==> config.mk <==
export PLATFORM = sky130hd
export DESIGN_NAME = cache_fill_ctrl
export DESIGN_NICKNAME = d
export VERILOG_FILES = /design/src/rtl/cache_pkg.sv /design/src/rtl/req_arbiter.sv /design/src/rtl/cache_fill_ctrl.sv
export SDC_FILE = /design/constraint.sdc
export NUM_CORES = 1
export LEC_CHECK = 0
export ABC_AREA = 1
export CORE_MARGIN = 1.5
export CORE_UTILIZATION = 35
export DETAILED_ROUTE_END_ITERATION = 10
export GPL_TIMING_DRIVEN = 0
export PLACE_DENSITY = 0.77
export SYNTH_ARGS = -nofsm -noshare
export SYNTH_HDL_FRONTEND = slang
export SYNTH_SLANG_ARGS = --single-unit
==> constraint.sdc <==
create_clock -name clk -period 1.7 [get_ports clk]
set_input_delay 0.425 -clock clk [delete_from_list [all_inputs] [get_ports clk]]
set_output_delay 0.425 -clock clk [all_outputs]
set_load 0.05 [all_outputs]
==> src/rtl/cache_pkg.sv <==
// Shared types and default geometry for the cache line-fill controller.
// Build option: define CACHE_FILL_RR_EN for round-robin miss arbitration.
package cache_pkg;

   typedef enum logic [1:0] {
      S_IDLE,
      S_FILL,
      S_DRAIN
   } state_e;

   localparam int ADDR_W_DEF     = 16;
   localparam int DATA_W_DEF     = 16;
   localparam int LINE_WORDS_DEF = 8;
   localparam int MEM_LAT_DEF    = 4;
   localparam int NUM_REQ_DEF    = 2;

   localparam int OFF_W_DEF = $clog2(LINE_WORDS_DEF) + 1;
   localparam int CNT_W_DEF = $clog2(LINE_WORDS_DEF) + 1;

   function automatic int off_bits(input int line_words);
      return $clog2(line_words) + 1;
   endfunction

endpackage

==> src/rtl/req_arbiter.sv <==
// One-hot miss arbiter: fixed lowest-index priority by default,
// round-robin from last owner + 1 when CACHE_FILL_RR_EN is defined.
module req_arbiter
   import cache_pkg::*;
#(
   parameter int NUM_REQ = NUM_REQ_DEF
) (
`ifdef CACHE_FILL_RR_EN
   input  logic               clk,
   input  logic               rst,
   input  logic               grant_en,
`endif
   input  logic [NUM_REQ-1:0] req,
   output logic [NUM_REQ-1:0] grant,
   output logic               any
);

   assign any = |req;

`ifdef CACHE_FILL_RR_EN
   localparam int PW = (NUM_REQ > 1) ? $clog2(NUM_REQ) : 1;

   logic [PW-1:0] ptr_q;
   logic [PW-1:0] ptr_d;

   // Search starts one past the last owner and wraps.
   always_comb begin
      grant = '0;
      ptr_d = ptr_q;
      for (int i = 1; i <= NUM_REQ; i++) begin
         int idx;
         idx = (int'(ptr_q) + i) % NUM_REQ;
         if (req[idx] && (grant == '0)) begin
            grant[idx] = 1'b1;
            ptr_d      = PW'(idx);
         end
      end
   end

   always_ff @(posedge clk or posedge rst) begin
      if (rst) begin
         ptr_q <= '0;
      end else if (grant_en && any) begin
         ptr_q <= ptr_d;
      end
   end
`else
   assign grant = req & (~req + NUM_REQ'(1));
`endif

endmodule

==> src/rtl/cache_fill_ctrl.sv <==
// Multi-requester cache line-fill engine over a pipelined memory.
// Build option: CACHE_FILL_RR_EN selects round-robin arbitration.
module cache_fill_ctrl
   import cache_pkg::*;
#(
   parameter int ADDR_W     = ADDR_W_DEF,
   parameter int DATA_W     = DATA_W_DEF,
   parameter int LINE_WORDS = LINE_WORDS_DEF,
   parameter int MEM_LAT    = MEM_LAT_DEF,
   parameter int NUM_REQ    = NUM_REQ_DEF
) (
   input  logic                      clk,
   input  logic                      rst,
   input  logic [NUM_REQ-1:0]        miss_req,
   input  logic [NUM_REQ*ADDR_W-1:0] miss_addr,
   output logic [NUM_REQ-1:0]        fsm_busy,
   output logic [NUM_REQ-1:0]        fill_we,
   output logic [NUM_REQ-1:0]        fill_tag_we,
   output logic [ADDR_W-1:0]         fill_addr,
   output logic [DATA_W-1:0]         fill_data,
   output logic                      mem_en,
   output logic [ADDR_W-1:0]         mem_addr,
   input  logic [DATA_W-1:0]         mem_data_in,
   input  logic                      mem_data_valid
);

   localparam int OFF_W = off_bits(LINE_WORDS);
   localparam int CNT_W = off_bits(LINE_WORDS);

   localparam logic [CNT_W-1:0]  LAST = CNT_W'(LINE_WORDS - 1);
   localparam logic [CNT_W-1:0]  FULL = CNT_W'(LINE_WORDS);
   localparam logic [ADDR_W-1:0] MASK = {ADDR_W{1'b1}} << OFF_W;

   if ((MEM_LAT < 1) || (LINE_WORDS < 2) || (NUM_REQ < 1)) begin : g_bad_cfg
      $fatal(1, "cache_fill_ctrl: unsupported parameter set");
   end

   state_e               state_q;
   logic [NUM_REQ-1:0]   owner_q;
   logic [ADDR_W-1:0]    base_q;
   logic [CNT_W-1:0]     issue_q;
   logic [CNT_W-1:0]     rx_q;

   logic [NUM_REQ-1:0]   grant;
   logic                 any_req;
   logic [ADDR_W-1:0]    sel_addr;
   logic                 wr;
   logic                 last_rx;

   req_arbiter #(
      .NUM_REQ (NUM_REQ)
   ) u_arb (
`ifdef CACHE_FILL_RR_EN
      .clk      (clk),
      .rst      (rst),
      .grant_en (state_q == S_IDLE),
`endif
      .req      (miss_req),
      .grant    (grant),
      .any      (any_req)
   );

   always_comb begin
      sel_addr = '0;
      for (int i = 0; i < NUM_REQ; i++) begin
         if (grant[i]) begin
            sel_addr = miss_addr[i*ADDR_W +: ADDR_W];
         end
      end
   end

   // Stale or surplus returns (IDLE, or past the line) never write.
   assign wr = mem_data_valid && (state_q != S_IDLE) && (rx_q < FULL);
   assign last_rx = wr && (rx_q == LAST);

   always_ff @(posedge clk or posedge rst) begin
      if (rst) begin
         state_q <= S_IDLE;
         owner_q <= '0;
         base_q  <= '0;
         issue_q <= '0;
         rx_q    <= '0;
      end else begin
         unique case (state_q)
            S_IDLE: begin
               if (any_req) begin
                  owner_q <= grant;
                  base_q  <= sel_addr & MASK;
                  issue_q <= '0;
                  rx_q    <= '0;
                  state_q <= S_FILL;
               end
            end
            S_FILL: begin
               issue_q <= issue_q + 1'b1;
               if (issue_q == LAST) begin
                  state_q <= S_DRAIN;
               end
            end
            S_DRAIN: begin
            end
            default: state_q <= S_IDLE;
         endcase
         if (wr) begin
            rx_q <= rx_q + 1'b1;
         end
         if (last_rx) begin
            state_q <= S_IDLE;
         end
      end
   end

   assign mem_en      = (state_q == S_FILL);
   assign mem_addr    = mem_en ? base_q + ADDR_W'({issue_q, 1'b0}) : '0;
   assign fill_we     = wr ? owner_q : '0;
   assign fill_tag_we = last_rx ? owner_q : '0;
   assign fill_addr   = wr ? base_q + ADDR_W'({rx_q, 1'b0}) : '0;
   assign fill_data   = wr ? mem_data_in : '0;
   assign fsm_busy    = miss_req | ((state_q != S_IDLE) ? owner_q : '0);

endmodule

==> metrics.md <==
| Metric | Value |
|---|---|
| Syn avg cell area | `6.27 um^2` |
| Slew headroom | `35.3%` |
| Post-synthesis cell count | `312` |
| CTS root buffer | `clkbuf_8` |
| Worst path cell trace | `ha_4 -> ha_4 -> nand2_4 -> nor2_4 -> buf_4 -> a21oi_4 -> buf_6` |
| Initial antenna violation count | `0` |
| Mapped cell area | `1960 um^2` |
| # setup viols final | `53` |
| Drt initial violations | `107` |
| Final WS setup | `-0.439 ns` |
| Fillers | `342` |
| Max_cap viols | `0` |
| Outcome | `complete, but fails checks` |
| Arr. time, crit path | `1.71 ns` |
| CTS HTree Levels | `1` |
| Post-route insts no fill | `523` |
| Total Wirelength | `8130 um` |
| Initial Util | `36.0%` |
| Storage cell area | `611 um^2` |
| Synth cell types | `24` |
| I/O pin count | `108` |
| First-pass GRT wire length | `12600 um` |
| Hold WC Path Type | `reg2reg` |
| Pleak | `0.00191 uW` |
| Pre-antenna DRT Iters | `4` |
| Pre-CTS WS | `-1.16 ns` |
| CTS tree | `done` |
| Largest net degree at the start of global routing | `25` |
| Worst skew pair latency | `0.27 ns` |
| Critical-path top delay cell | `dfrtp_2` |
| RePlAce Congestion | `0.821` |
| All-layer global routing usage | `25.9%` |
| Detail Route Antenna Nets | `0` |
| Clock sinks | `24` |
| PD cells | `1850 nW/um^2` |
| Min Tclk post-route | `2.14 ns` |
| RSZ-0062 raised after global routing | `yes` |
| Clock Path Buffers | `2` |
| Hold Violations, Final | `0` |
| Residual DRC | `0` |
| Worst Path Buf+Inv | `2` |
| Most common cell after layout, fill and taps aside | `buf_6` |
| Final Power | `8090 uW` |
| Reg clk slew, reported paths | `0.09 ns` |
| Worst Setup Start Kind | `register` |
| Largest fanout on the critical path | `4` |
| Worst-Margin Slew | `0.969 ns` |
| Total gr overflow | `0` |
| Nets@finish | `511` |
| Routed via count | `2653` |
| Fin. max-slew vios | `0` |
| Most used cell, CP | `ha_4` |
| Row Count | `27` |
| Placed cells | `482` |
| Clock Skew | `0.00382 ns` |
| Die Width | `77.8 um` |
| Layout Area Growth over Synthesis | `123%` |
| Worst vdd ir | `1180 uV` |
| Chip Height | `77.8 um` |
| Seq/Total Area, Yosys | `30.7%` |
| Vias/cell | `5.07` |
| Most frequent cells in the layout | `buf_6 (59), nor2_4 (53), clkdlybuf4s50_1 (41)` |
| Synth warnings | `0` |
| DPL Wire Length | `5100 um` |
| Layout cells sized above 1 | `54.1%` |
| Post-CTS Hold Buffers | `0` |
| TNS Setup | `-17.44 ns` |
| Multi-input logic area | `1820 um^2` |
| Failing checks | `negative setup slack` |
| Crit-path max cell delay | `0.46 ns` |
| Core area | `5440 um^2` |
| Max frequency | `0.467 GHz` |
| Avg WL per Cell | `15.5 um` |
| # diodes | `0` |
| Critical path's top delay family | `flip-flops` |
| Die area | `6050 um^2` |
| Worst Path Required | `1.27 ns` |
| Setup crit end kind | `primary output` |
| Fin crit share | `126%` |
| Number of port buffers | `97` |
| Worst Setup Path Type | `reg2out` |
| Number of synthesized register bits | `24` |
| CTS buffer count | `3` |
| Number of global-route vias before repair | `2608` |
| Final hold slack | `0.557 ns` |
==> worst register-to-register path, stage by stage, from the launching register on <==
cell and delay, ns:
dfrtp_1 0.42, buf_6 0.13, nor2_4 0.15, buf_6 0.13
buf_4 0.10, buf_4 0.12, o21ai_2 0.10, buf_4 0.21
a21oi_1 0.15, nor2_1 0.06
==> synthesized netlist by cell type <==
library cell	number	area, um^2
a21oi_1	14	70.1
buf_2	6	30.0
buf_4	4	30.0
buf_6	2	22.5
clkbuf_1	2	7.51
conb_1	1	3.75
dfrtp_1	24	601
ha_1	6	75.1
inv_1	46	173
inv_2	2	7.51
nand2_1	59	221
nand3_1	32	160
nand4_1	13	81.3
nor2_1	65	244
nor2_2	1	6.26
nor2_4	4	45.0
nor3_1	5	25.0
o211ai_1	4	30.0
o21a_1	2	15.0
o21ai_0	16	80.1
o21ai_1	1	5.00
o21ai_2	1	8.76
o21bai_1	1	7.51
o22ai_1	1	6.26
==> worst paths after layout <==
kind | cells past startpoint | to | startpoint | slack [ns]
max | 7 | fill_addr[8] | base_q[4]$_DFFE_PP0P_ | -0.44
min | 2 | owner_q[0]$_DFFE_PP0P_ | owner_q[0]$_DFFE_PP0P_ | 0.56
max reg2reg | 9 | rx_q[0]$_DFFE_PP0P_ | state_q[0]$_DFFE_PP0P_ | 0.03
min reg2reg | 2 | owner_q[0]$_DFFE_PP0P_ | owner_q[0]$_DFFE_PP0P_ | 0.56
max in group asynchronous | 2 | base_q[9]$_DFFE_PP0P_ | rst | 0.38
min in group asynchronous | 2 | state_q[0]$_DFFE_PP0P_ | rst | 0.66
==> per-stage QoR <==
stage	util, %	instance area [um^2]
CTS	76.1	4140
floorplan	-	2380
global route	80.1	4360
finish	80.1	4360
detailed placement	63.3	3440
global placement	63.3	3440
==> per-layer routing <==
layer | vias to the layer above | global-route usage (%) | routed length, um
met3 | 19 | 3.65 | 433
met4 | 0 | 10.2 | 193
met5 | - | 0 | 0
met2 | 105 | 46.6 | 4500
met1 | 1250 | 30.8 | 3000
li1 | 1279 | - | -
==> where the power goes <==
| group | total (uW) | internal [uW] | switching (uW) |
|---|---|---|---|
| clock network | 403 | 207 | 196 |
| registers | 1200 | 848 | 348 |
| logic | 6490 | 2530 | 3950 |
==> registers in the layout, summed over array words and instances (netlist names) <==
| signal | flops |
|---|---|
| base_q | 12 |
| issue_q | 4 |
| rx_q | 4 |
| owner_q | 2 |
| state_q | 2 |
==> logic make-up after synthesis <==
logic type / share of synthesized area [%]
simple gates: 40.1
buf+inv: 13.8
compound gates: 11.4
flops: 30.7
fa+ha+maj: 3.84
other cells: 0.192
==> what timing repair did <==
action	in CTS	in global routing
resized for setup	485	29
pin swaps	20	14
setup endpoints to repair	53	58
gates cloned	1	1
setup buffers	24	14
==> final cells by class <==
type                    instances  share of cell area (%)
flip-flops and latches         24                    14.0
plain buffers                  12                    3.16
clock buffers                   4                    1.26
well taps                      72                    2.07
repair buffers                136                    33.2
inverters                      48                    4.56
multi-input cells             227                    41.7
(Power assumes the default switching activity.)
